**src/rtl/fifo2axi_ctrl_pkg.sv**
```systemverilog
// Shared types and AXI constants for the FIFO2AXI burst controllers.
package fifo2axi_ctrl_pkg;

  typedef enum logic [1:0] {
    ST_IDLE,
    ST_AW,
    ST_W,
    ST_B
  } wr_state_e;

  localparam logic [1:0] AXI_BURST_INCR = 2'b01;

  localparam logic [1:0] AXI_RESP_OKAY   = 2'b00;
  localparam logic [1:0] AXI_RESP_EXOKAY = 2'b01;
  localparam logic [1:0] AXI_RESP_SLVERR = 2'b10;
  localparam logic [1:0] AXI_RESP_DECERR = 2'b11;

  localparam logic [12:0] AXI_4KB_BYTES = 13'd4096;

  // AxSIZE encoding for a full-width beat of strb_width bytes.
  function automatic logic [2:0] axi_size(input int unsigned strb_width);
    logic [2:0] size;
    size = '0;
    for (int unsigned i = 0; i < 8; i++) begin
      if ((32'd1 << i) == strb_width) size = 3'(i);
    end
    return size;
  endfunction

endpackage

```
**src/rtl/fifo2axi_wr_ctrl.sv**
```systemverilog
// Single-outstanding AXI4 INCR write-burst sequencer draining a FWFT data FIFO.
module fifo2axi_wr_ctrl
  import fifo2axi_ctrl_pkg::*;
#(
  parameter int ADDR_WIDTH = 32,
  parameter int DATA_WIDTH = 32,
  parameter int STRB_WIDTH = 4,
  parameter int ID_WIDTH   = 4,
  parameter int LEN_WIDTH  = 4,
  parameter int AXI_ID     = 0
) (
  input  logic                  aclk,
  input  logic                  aresetn,
  input  logic                  cmd_valid,
  output logic                  cmd_ready,
  input  logic [ADDR_WIDTH-1:0] cmd_addr,
  input  logic [LEN_WIDTH-1:0]  cmd_len,
  input  logic                  fifo_empty,
  input  logic [DATA_WIDTH-1:0] fifo_rdata,
  output logic                  fifo_rd_en,
  output logic [ID_WIDTH-1:0]   awid,
  output logic [ADDR_WIDTH-1:0] awaddr,
  output logic [LEN_WIDTH-1:0]  awlen,
  output logic [2:0]            awsize,
  output logic [1:0]            awburst,
  output logic                  awvalid,
  input  logic                  awready,
  output logic [ID_WIDTH-1:0]   wid,
  output logic [DATA_WIDTH-1:0] wdata,
  output logic [STRB_WIDTH-1:0] wstrb,
  output logic                  wlast,
  output logic                  wvalid,
  input  logic                  wready,
  input  logic [ID_WIDTH-1:0]   bid,
  input  logic [1:0]            bresp,
  input  logic                  bvalid,
  output logic                  bready,
  output logic                  done,
  output logic                  err,
  output logic                  busy
);

  localparam logic [2:0]          AXI_SIZE = axi_size(STRB_WIDTH);
  localparam logic [ID_WIDTH-1:0] OWN_ID   = ID_WIDTH'(AXI_ID);

  wr_state_e             state_q, state_d;
  logic [ADDR_WIDTH-1:0] addr_q, addr_d;
  logic [LEN_WIDTH-1:0]  len_q, len_d;
  logic [LEN_WIDTH-1:0]  cnt_q, cnt_d;
  logic                  done_q, done_d;
  logic                  err_q, err_d;
  logic [12:0]           burst_end;
  logic                  cross_4kb;

  // Byte offset one past the last beat, within the 4KB page of the start address.
  assign burst_end = {1'b0, cmd_addr[11:0]}
                   + (13'(cmd_len) + 13'd1) * 13'(STRB_WIDTH);
  assign cross_4kb = burst_end > AXI_4KB_BYTES;

  always_ff @(posedge aclk) begin
    if (!aresetn) begin
      state_q <= ST_IDLE;
      addr_q  <= '0;
      len_q   <= '0;
      cnt_q   <= '0;
      done_q  <= 1'b0;
      err_q   <= 1'b0;
    end else begin
      state_q <= state_d;
      addr_q  <= addr_d;
      len_q   <= len_d;
      cnt_q   <= cnt_d;
      done_q  <= done_d;
      err_q   <= err_d;
    end
  end

  always_comb begin
    state_d    = state_q;
    addr_d     = addr_q;
    len_d      = len_q;
    cnt_d      = cnt_q;
    done_d     = 1'b0;
    err_d      = 1'b0;
    cmd_ready  = 1'b0;
    awvalid    = 1'b0;
    wvalid     = 1'b0;
    wlast      = 1'b0;
    fifo_rd_en = 1'b0;
    bready     = 1'b0;

    unique case (state_q)
      ST_IDLE: begin
        // Hold off the next command while the previous completion is reported.
        cmd_ready = !done_q;
        if (cmd_valid && !done_q) begin
          addr_d = cmd_addr;
          len_d  = cmd_len;
          if (cross_4kb) begin
            done_d = 1'b1;
            err_d  = 1'b1;
          end else begin
            state_d = ST_AW;
          end
        end
      end
      ST_AW: begin
        awvalid = 1'b1;
        if (awready) begin
          state_d = ST_W;
          cnt_d   = '0;
        end
      end
      ST_W: begin
        wvalid     = !fifo_empty;
        wlast      = (cnt_q == len_q);
        fifo_rd_en = wvalid && wready;
        if (fifo_rd_en) begin
          if (wlast) state_d = ST_B;
          else       cnt_d   = cnt_q + LEN_WIDTH'(1);
        end
      end
      ST_B: begin
        bready = 1'b1;
        if (bvalid) begin
          state_d = ST_IDLE;
          done_d  = 1'b1;
          err_d   = (bresp != AXI_RESP_OKAY) || (bid != OWN_ID);
        end
      end
      default: state_d = ST_IDLE;
    endcase
  end

  assign awid    = OWN_ID;
  assign wid     = OWN_ID;
  assign awaddr  = addr_q;
  assign awlen   = len_q;
  assign awsize  = AXI_SIZE;
  assign awburst = AXI_BURST_INCR;
  assign wdata   = fifo_rdata;
  assign wstrb   = '1;
  assign busy    = (state_q != ST_IDLE);
  assign done    = done_q;
  assign err     = err_q;

endmodule

```
**config.mk**
```make
export PLATFORM = sky130hd
export DESIGN_NAME = fifo2axi_wr_ctrl
export DESIGN_NICKNAME = d
export VERILOG_FILES = /design/src/rtl/fifo2axi_ctrl_pkg.sv /design/src/rtl/fifo2axi_wr_ctrl.sv
export SDC_FILE = /design/constraint.sdc
export NUM_CORES = 1
export LEC_CHECK = 0
export ABC_AREA = 1
export CORE_UTILIZATION = 55
export CTS_BUF_LIST = sky130_fd_sc_hd__clkbuf_2
export CTS_CLUSTER_SIZE = 20
export DETAILED_ROUTE_END_ITERATION = 8
export DONT_BUFFER_PORTS = 1
export PLACE_DENSITY = 0.7
export SETUP_SLACK_MARGIN = 0.4
export SLEW_MARGIN = 20
export SYNTH_ARGS = -nofsm -noshare
export SYNTH_HDL_FRONTEND = slang
export SYNTH_SLANG_ARGS = --single-unit
```
**constraint.sdc**
```tcl
create_clock -name aclk -period 5.3 [get_ports aclk]
set_input_delay 0.53 -clock aclk [delete_from_list [all_inputs] [get_ports aclk]]
set_output_delay 0.53 -clock aclk [all_outputs]
set_load 0.02 [all_outputs]
```
### Yosys cells after proc, flatten, opt, wreduce, memory -nomap -nowiden

Cells that the tools add are included.

* $add $sub $neg: 3
* magnitude comparators: 1
* equality and inequality tests: 11
* multiplexer cells: 23
* reductions and logical operators: 13

Operator list (count)
* 2-bit inequality test, second input constant: 7
* 12-bit by 7-bit adder with 13-bit output: 1
* 13-bit greater-than comparator, second input constant: 1
* 2-bit 2-to-1 mux: 6
* 4-bit 2-to-1 mux: 3
* 1-bit 2-to-1 mux: 10
* 2-bit one-hot mux with 4 select lines: 1
* 4-bit one-hot mux with 2 select lines: 1
* 6-bit AND reduction: 1
* 2-bit nonzero test: 3
* 4-bit by 1-bit adder with 5-bit output, second input constant: 1
* 4-bit by 1-bit adder with 4-bit output, second input constant: 1
* 2-bit == test, second input constant: 2
* 4-bit == test: 1
* 1-bit one-hot mux with 2 select lines: 2
* 4-bit AND reduction: 1
* 4-bit nonzero test: 1
* 2-bit by 1-bit == test with 1-bit output, second input constant: 1
* 1-bit logical AND: 2
* 1-bit logical NOT: 2
* 2-bit logical NOT: 1
* 2-bit AND reduction: 1
* 1-bit logical OR: 1

* register bits after elaboration: 44
* output and inout bits: 94

### Longest topological paths before layout

Gate-level depths: netlist of run 1.

* depth after elaboration: 6
* gate-level depth with buffers: 16
* gate-level depth less buffers: 16

### Worst setup path before layout of run 1

OpenSTA, ideal clock, no wires.

* path type: input port to flip-flop
* from: input cmd_len[0]
* to: register state_q[1]
* data arrival time: 2.005 ns
* path slack: 3.232 ns
* stages: 13
* path buffers: 0
* cells stage by stage: ha_1 > fa_1 > nor2_1 > nand3_1 > nor2_1 > nand2_1 > nor2_2 > nand2_1 > nand3_2 > nand3_2 > nand2_1 > inv_1 > nor2_1

* cells in the longest elaborated chain, start to end: 5

RTL lines
* from (decl): RTL line fifo2axi_wr_ctrl.sv:17 `input logic [LEN_WIDTH-1:0] cmd_len,`
* 4-bit by 1-bit adder with 5-bit output: RTL line fifo2axi_wr_ctrl.sv:57 `+ (13'(cmd_len) + 13'd1) * 13'(STRB_WIDTH);`
* 12-bit by 7-bit adder with 13-bit output: RTL line fifo2axi_wr_ctrl.sv:57
* 13-bit greater-than comparator: RTL line fifo2axi_wr_ctrl.sv:58 `assign cross_4kb = burst_end > AXI_4KB_BYTES;`
* 2-bit inequality test (no line)
* 6-bit AND reduction (no line)
* to (signal assigned): RTL line fifo2axi_wr_ctrl.sv:69 `state_q <= state_d;`
* to (decl): RTL line fifo2axi_wr_ctrl.sv:46 `wr_state_e state_q, state_d;`

No other way between the ends.
A chain may end at the register's enable or synchronous reset.

### Worst setup path after layout of run 1

* from: register state_q[0]
* to: output fifo_rd_en

* cells in the longest elaborated chain, start to end: 2

RTL lines
* 2-bit == test: RTL line fifo2axi_wr_ctrl.sv:92 `unique case (state_q)`
* 1-bit 2-to-1 mux: RTL line fifo2axi_wr_ctrl.sv:92
* to (decl): RTL line fifo2axi_wr_ctrl.sv:20 `output logic fifo_rd_en,`

No other way between the ends.

==> results of run 1 <==
==> metrics by stage <==
step                      worst slack (ps)  cells
after global placement                3041    351
after floorplan                       3232    358
after global routing                  2799    359
final                                 3065    359
after detailed placement              3075    351
after CTS                             3020    359
==> power groups by stage <==
| stage | Clock, mW | Sequential [mW] | Combinational [mW] |
|---|---|---|---|
| detailed placement | 0 | 0.566 | 0.400 |
| global placement | 0 | 0.566 | 0.394 |
| finish | 0.188 | 0.558 | 0.401 |
| floorplan | 0 | 0.548 | 0.388 |
| CTS | 0.195 | 0.559 | 0.402 |
| global route | 0.207 | 0.569 | 0.458 |
==> cells in the final DEF, fill, tap and decap left out <==
master                      count
sky130_fd_sc_hd__a21oi_1       11
sky130_fd_sc_hd__bufinv_16      1
sky130_fd_sc_hd__conb_1        17
sky130_fd_sc_hd__xor2_1         6
sky130_fd_sc_hd__dfxtp_1       44
sky130_fd_sc_hd__nand2_2        2
sky130_fd_sc_hd__buf_4          1
sky130_fd_sc_hd__nor2_1        88
sky130_fd_sc_hd__o21a_2         1
sky130_fd_sc_hd__clkinv_4       1
sky130_fd_sc_hd__o21ai_2        1
sky130_fd_sc_hd__a211oi_1       2
sky130_fd_sc_hd__xnor2_1        2
sky130_fd_sc_hd__nor4_1         1
sky130_fd_sc_hd__clkinv_1       1
sky130_fd_sc_hd__nand3_2        3
sky130_fd_sc_hd__inv_2          3
sky130_fd_sc_hd__inv_1         20
sky130_fd_sc_hd__clkbuf_2       5
sky130_fd_sc_hd__o31ai_1        1
sky130_fd_sc_hd__ha_1          12
sky130_fd_sc_hd__o21ai_0       38
sky130_fd_sc_hd__or2_1          1
sky130_fd_sc_hd__nand3_1        8
sky130_fd_sc_hd__nand4_1        1
sky130_fd_sc_hd__nand3b_1       1
sky130_fd_sc_hd__nand2_1       26
sky130_fd_sc_hd__nor3_1         2
sky130_fd_sc_hd__nor2_2         6
sky130_fd_sc_hd__fa_1           1
==> sequential cells by signal, summed over array words and instances (netlist names) <==
| name | flops |
|---|---|
| err | 1 |
| cnt_q | 4 |
| state_q | 2 |
| awaddr | 32 |
| done | 1 |
| awlen | 4 |
==> per-layer routing <==
metal,vias to the layer above,part of all wire
li1,940,-
met5,-,0
met3,13,0.11
met1,808,0.44
met2,98,0.44
met4,0,0.016
==> worst max-delay path, cell delays in order, from the launching register on <==
cell                      delay, ps
sky130_fd_sc_hd__dfxtp_1        370
sky130_fd_sc_hd__inv_1          100
sky130_fd_sc_hd__ha_1           220
sky130_fd_sc_hd__inv_2           90
sky130_fd_sc_hd__nor3_1         540
==> path summary, 6_finish.rpt <==
check	from	slack [ps]	end
hold reg to reg	cnt_q[1]$_SDFFE_PN0P_	530	cnt_q[1]$_SDFFE_PN0P_
setup reg to reg	state_q[0]$_SDFFE_PN0P_	3080	awaddr[5]$_SDFFE_PN0P_
setup / recovery	state_q[0]$_SDFFE_PN0P_	3060	fifo_rd_en
hold / removal	aresetn	210	awaddr[15]$_SDFFE_PN0P_
==> layout make-up <==
type | instances | area share
multi-input combinational | 231 | 0.5145
sequential | 44 | 0.3862
inverter | 23 | 0.03785
tap | 52 | 0.02852
clock inverter | 3 | 0.01865
clock buffer | 5 | 0.01097
timing repair buffer | 1 | 0.003291
==> cell families after synthesis <==
logic type      count (synthesis)
flops                          44
other cells                     2
fa+ha+maj                      13
buf+inv                        83
simple gates                  139
compound gates                 54
xor+xnor                        8
==> summary by stage, run 1 <==
STA
The number of pins exceeding their max-slew limit in the final report is 0. The final-report hold violation count is 0. For this run, the top clock speed supported by timing is 447.4 MHz.

In this run the tightest slew margin relative to its limit is 0.3362. The number of setup violations in the final report is 0. The slew at the pin closest to its max-slew limit is 994.6 ps. The setup total negative slack is 0 ps. The minimum period implied by the final worst setup slack is ~2200 ps. For the final database, setup skew stands at ~12 ps. Hold is met by roughly 210 ps. The final critical-path share of the clock period is 0.4217. Setup repair after global routing left no endpoint under its margin.

Floorplanning
From bottom edge to top edge, the die measures 69.35 um. The floorplan step defined a die boundary enclosing 4809 um^2. The number of placement rows is 24. From left edge to right edge, the die measures slightly below 70 um. The starting density of the core is 0.5730. The core box area is between 4000 and 5000 um^2. The total I/O pin count is 175.

Synth
The synthesized-area fraction occupied by xor and xnor cells is 0.02808. During synthesis, Yosys emitted a total of 0 warnings. Of the total synthesized cell area, the portion taken by full adders, half adders and majority gates is 0.06820. The area of the mapped netlist is roughly 2500 um^2. The compound-cell area share of the yosys netlist is 0.1143. By count the netlist is led by sky130_fd_sc_hd__nor2_1, sky130_fd_sc_hd__buf_4, sky130_fd_sc_hd__dfxtp_1, sky130_fd_sc_hd__o21ai_0, sky130_fd_sc_hd__nand2_1. Of the post-synthesis cell area, the dominant cell type holds 0.3531. The largest area contributor in the netlist is sky130_fd_sc_hd__dfxtp_1.

The main combinational cell family by area after synthesis is simple AND/OR/NAND/NOR gates. For this run, the register share of the synthesized area comes to 0.3531. After synthesis the netlist holds a flip-flop and latch count of 44. Among all flip-flop cells after synthesis, the most frequent one is sky130_fd_sc_hd__dfxtp_1. Sorting the synthesized cells by area gives the leading types as sky130_fd_sc_hd__dfxtp_1, sky130_fd_sc_hd__buf_4, sky130_fd_sc_hd__nor2_1. The count of cell types in the netlist is 29. The number of flops mapped to enable cells by yosys is 0.

The share of synthesized area spent on multiplexers is 0. Of the total synthesized cell area, the portion taken by AND, OR, NAND and NOR gates is 0.2342. The share of flip-flops with an asynchronous set or reset is 0. Dividing the synthesized area by the synthesized cell count gives ~7.3 um^2. The most common cell in the netlist is sky130_fd_sc_hd__nor2_1. The post-synthesis cell count is approximately 340.

Finish
The area added between synthesis and finish is -8.576%. The fraction of final layout cells with drive strength greater than 1 is 0.07818. For this run, the share of the core covered by cells in the final layout is 0.5239. Summing all flip-flop and latch instances after layout gives ~880 um^2. The final design area excluding fillers is approximately 2300 um^2. The antenna cell count is 0. After filler insertion, the fill cell instance count of the layout stands at 422.

After the last flow step, the layout net total stands at 400. The area taken by multi-input logic gates is around 1200 um^2.

Min path
The count of cells along the worst hold path is 2. The worst hold path belongs to the class in2reg.

Global routing
The total overflow left after global routing is 0. Entering global routing, the biggest net connects 42 pins. In the global route stage, met2 resource usage came out at 0.3031. The combined global-route utilization of all metal layers is 0.2035.

The via count of the first global-routing pass is approximately 1700. The number of antenna violations at the first check in global routing came to 0. For met3 alone, demand over resource in global routing was 0.08721. For met1 alone, demand over resource in global routing was 0.2610. The global-route wire length before repair is around 8 mm. The busiest metal layer after global routing is met2.

Routing
Dividing the detail-routed wire length by the instance count gives 13.28 um. The starting DRC count in detailed routing is 64. Before antenna repair, the detailed router went through 4 iterations. The total wire length after detailed routing is about 4.8 mm. The number of remaining DRC errors is 0. The number of nets with antenna violations after routing is 0. Dividing the detail-routed via count by the number of cells gives just over 5.

Detailed routing inserted a total of around 1900 vias.

Worst setup path
The required time of the critical path is around 4800 ps. The worst-path maximum fanout is 7. STA classifies the critical path startpoint as a flop. Counting cells, the worst reg-to-reg path comes to 8. STA classifies the critical path endpoint as an output pin.

The classification of the worst setup path is reg2out. Data on the critical path arrives at its endpoint at between 1500 and 2000 ps.

Clocking
The source-to-sink clock delay at the later pin of the worst-skew pair is 410 ps. After clock tree synthesis, the repair step resized 0 gates. The cell sitting at the root of the clock tree is a sky130_fd_sc_hd__clkbuf_2. The number of buffers added by the clock tree synthesis step is 5.

Counting every sink on the clock net gives between 40 and 50. Buffers inserted to repair hold after CTS numbered 0. TritonCTS built the clock tree. The buffers inserted during post-CTS setup optimization is 0. After clock tree synthesis, the clock-pin slew on the worst setup and hold paths is about 220 ps.

The count of H-tree levels built during CTS is 2. The maximum buffer depth of the clock tree is 2.

Pwr
Internal power comes to slightly above 600 uW. The fraction of power consumed by sequential logic is 0.486. Of the total power, the share spent switching nets is 0.4639. The share of total power dissipated in the clock network is 0.164. The fraction of power consumed by combinational cells is 0.350. The worst supply voltage drop on vdd is 0.0002754 V.

The total chip power is 1.146 mW. For this design the total switching power over the nets is between 500 and 600 uW. The leakage dissipation is around 1.1 nW. The total power per unit cell area is 502.6 nW/um^2.

Flow run
The number of violations of the max-capacitance limit is 0.

Place
Summing all placed instances gives a cell area of ~2200 um^2. Detailed placement finished with a half-perimeter wire length of 3.494 mm. At the end of routability-driven placement, the weighted congestion stood at 0.7874. The number of buffer cells added on primary ports is 0.

Outcome
The flow ran to the end, and the final reports show no timing, DRC or antenna violations.
No activity file was read; power rests on OpenSTA's default activity.
==> run 2, diff against run 1 <==
--- a/config.mk
+++ b/config.mk
@@ -11,7 +11,7 @@
 export CTS_CLUSTER_SIZE = 20
 export DETAILED_ROUTE_END_ITERATION = 8
 export DONT_BUFFER_PORTS = 1
-export PLACE_DENSITY = 0.7
+export PLACE_DENSITY = 0.73
 export SETUP_SLACK_MARGIN = 0.4
 export SLEW_MARGIN = 20
 export SYNTH_ARGS = -nofsm -noshare
==> constraint.sdc (replaced) <==
create_clock -name aclk -period 2 [get_ports aclk]
set_input_delay 0.2 -clock aclk [delete_from_list [all_inputs] [get_ports aclk]]
set_output_delay 0.2 -clock aclk [all_outputs]
set_load 0.02 [all_outputs]
==> run 2 against run 1 <==
- first-iteration DRC count is 7.8% higher
- sequential share of layout area is 9.0 points lower
- combinational power grew to 4.5 times the previous value
- sequential cell count stayed put
- power grew to 3.3 times the previous value
- largest cell class unchanged
- via count is 15% higher
- count of clock-buffer cells in the layout stayed put
- core utilization is 17 points higher
- final cell count is 15% higher
==> summary by stage, run 2 (synthesis results as in run 1) <==
Outcome
The run finished with clean final reports.

STA
The number of setup violations in the final report is 0. For the final routed database, the setup TNS stands at 0 ps. For this run, the top clock speed supported by timing is between 600 and 700 MHz.

The smallest clock period supported by the final layout is computed as ~1600 ps. Setup repair after global routing could not meet its margin everywhere. For the final database, setup skew stands at 32.51 ps. The final critical-path share of the clock period is 0.8239. The smallest hold slack is a little under 50 ps. The number of pins exceeding their max-slew limit in the final report was 0. The final-report hold violation count is 0. The final critical-path setup slack is between 300 and 400 ps.

Worst setup path
Traced cell by cell, the critical path runs through xor2_2, nor2_2, nand2_2, nor2_4. The launching element type of the critical path is a flop. STA classifies the critical path endpoint as an output pin.

Counting cells, the worst reg-to-reg path comes to 10. The worst reg2reg path endpoint is cnt_q[2]$_SDFFE_PN0P_. The classification of the worst setup path is reg2out. For this design, the slowest cell found on the critical path is sky130_fd_sc_hd__dfxtp_2. The arrival time of the worst setup path is roughly 1500 ps. For this run, the slowest stage of the critical path takes between 400 and 500 ps. The setup slack of the worst register-to-register path is roughly 380 ps. Data on the critical path is required at its endpoint by around 1800 ps. The worst register-to-register path begins at state_q[1]$_SDFFE_PN0P_.

In this run the worst path has a maximum fanout of 4.

Clocking
In this run the clock root is driven by a sky130_fd_sc_hd__clkbuf_2. TritonCTS built the clock tree. Counting along the longest clock path gives a buffer depth of 2. The number of sinks handled by clock tree synthesis is 44. The clock slew seen by the registers of the worst setup and hold paths is around 260 ps.

In this run, CTS created clock tree buffers numbering 5. For the worst-skew pair, the clock arrives at the later sink with an insertion delay of 430 ps. The H-tree generated during clock tree synthesis spans 2 levels.

Floorplanning
After floorplanning, the core was sized to cover ~4400 um^2. The chip width is 69.35 um. The die covers a little under 5000 um^2. The initial utilization of the core area, before any placement, comes to 0.5730. The die is about 70 um tall.

The number of placement rows is 24. ~180 I/O pins were placed.

Place
The last weighted congestion value of the routability-driven placer is ~0.9. In this run the tool buffered the top-level ports with 0 buffer cells. The pre-CTS worst setup slack is 180.1 ps. The HPWL reported at the end of detailed placement is roughly 3.4 mm.

Global routing
The global routing met3 resource utilization is 0.07267. The first global-routing pass estimated around 9.5 mm of wire. Global routing finished with a remaining overflow of 0. The largest net degree at the start of global routing is 42. The via count of the first global-routing pass is about 2100. The number of antenna violations at the first check in global routing is 0. The busiest metal layer after global routing is met2.

Across every metal layer, demand over resource in global routing totals 0.2460. For met1 alone, demand over resource in global routing was 0.2901. For met2 alone, demand over resource in global routing was 0.4326.

Min path
The end of the worst hold path is err$_SDFF_PN0_. The tightest min-delay check is of the in2reg type. The startpoint identified for the worst hold timing path is bresp[0].

Along the worst hold path, the cell count comes to 4.

Finish
Leaving out fill and tap cells, the most frequent cell in the layout is sky130_fd_sc_hd__nor2_1. The number of antenna diodes in the final layout is 0. Once layout is complete, the utilization of the core stands at 0.6940. After filler insertion, the fill cell instance count of the layout stands at between 300 and 400. The number of flip-flops under the largest register name is 32. At the end of the flow, the number of nets in the layout was 455. The top cell types in the final layout, fill and taps aside, are sky130_fd_sc_hd__nor2_1, sky130_fd_sc_hd__dfxtp_1, sky130_fd_sc_hd__dlygate4sd3_1. Relative to the synthesized area, the layout overhead comes to 21.11%.

The fraction of final layout cells with drive strength greater than 1 is 0.1934.

Routing
The detail route stage leaves a number of antenna-violating nets equal to 0. For this block, the routed nets add up to 5.933 mm of wire. After detailed routing, the average wire length per cell comes to between 10 and 15 um. The starting DRC count in detailed routing is between 60 and 70.

The first detailed-routing pass ran for 4 iterations. After detailed routing, the number of remaining DRC violations is 0. After detailed routing, the number of vias per cell comes to approximately 5.2. The via total after detailed routing is roughly 2100.

Pwr
In this run the power density over the cells is 1269 nW/um^2. The total chip power is 3.836 mW. The worst-case IR drop observed on VDD is ~0.00056 V.

The leakage dissipation is roughly 1.3 nW.

Flow run
Max-cap violations in this run came to 0.
==> run 2: cell count changes in the layout (fill, tap and decap cells not counted), moves of 5 or more <==
cell	delta
sky130_fd_sc_hd__dlygate4sd3_1	+38
sky130_fd_sc_hd__nor2_1	-8
sky130_fd_sc_hd__o21ai_0	-8
sky130_fd_sc_hd__buf_4	+10
sky130_fd_sc_hd__dfxtp_1	-6
sky130_fd_sc_hd__nor2_2	+5
sky130_fd_sc_hd__o21ai_1	+6
==> run 2: layout make-up <==
type	count	area, um^2	area share
inverter	23	102.6	0.03395
tap	52	65.06	0.02153
clock buffer	5	25.02	0.008282
timing repair buffer	56	584.3	0.1934
multi-input combinational	231	1303	0.4311
sequential	44	895.9	0.2965
clock inverter	3	46.29	0.01532
==> run 2: where the power goes <==
part / switching (mW) / total, mW / internal [mW]
registers: 0.384 / 1.49 / 1.11
clock network: 0.317 / 0.533 / 0.215
logic: 1.03 / 1.81 / 0.777
total: 1.73 / 3.84 / 2.10
==> run 2: worst max-delay path: cells and delay by family, from the launching register on <==
family / cells / cell delay, ps
and+or+nand+nor: 3 / 410
DFF: 1 / 420
xor gates and xnor gates: 1 / 180
==> run 2: repair_timing <==
| action | CTS | global route |
|---|---|---|
| resized for setup | 25 | 36 |
| pin swaps | 7 | 9 |
| hold endpoints to repair | 44 | 1 |
| hold buffers | 38 | 1 |
| setup endpoints to repair | 28 | 46 |
| cloned | 1 | 0 |
| buffers inserted | 6 | 4 |
==> run 2: worst max path at each step <==
stage	startpoint	to	slack, ps	depth (start not counted)
2_1_floorplan	cmd_len[0]	state_q[1]$_SDFFE_PN0P_	350	14
3_3_place_gp	cmd_len[0]	state_q[1]$_SDFFE_PN0P_	200	14
3_5_place_dp	cmd_len[0]	state_q[1]$_SDFFE_PN0P_	180	14
4_1_cts	awlen[1]$_SDFFE_PN0P_	wlast	310	4
5_1_grt	awlen[1]$_SDFFE_PN0P_	wlast	260	4
6_report	cnt_q[1]$_SDFFE_PN0P_	wlast	350	4
==> run 2: through the flow <==
step	instance area, um^2	instances
2_1_floorplan	2564	358
3_3_place_gp	2263	356
3_5_place_dp	2263	356
4_1_cts	2878	409
5_1_grt	3022	414
6_report	3022	414
==> run 2: per-layer routing <==
| metal | up-vias | wire length (um) |
|---|---|---|
| li1 | 1053 | - |
| met1 | 975 | 2457 |
| met2 | 110 | 2900 |
| met3 | 8 | 518 |
| met4 | 0 | 57 |
| met5 | - | 0 |
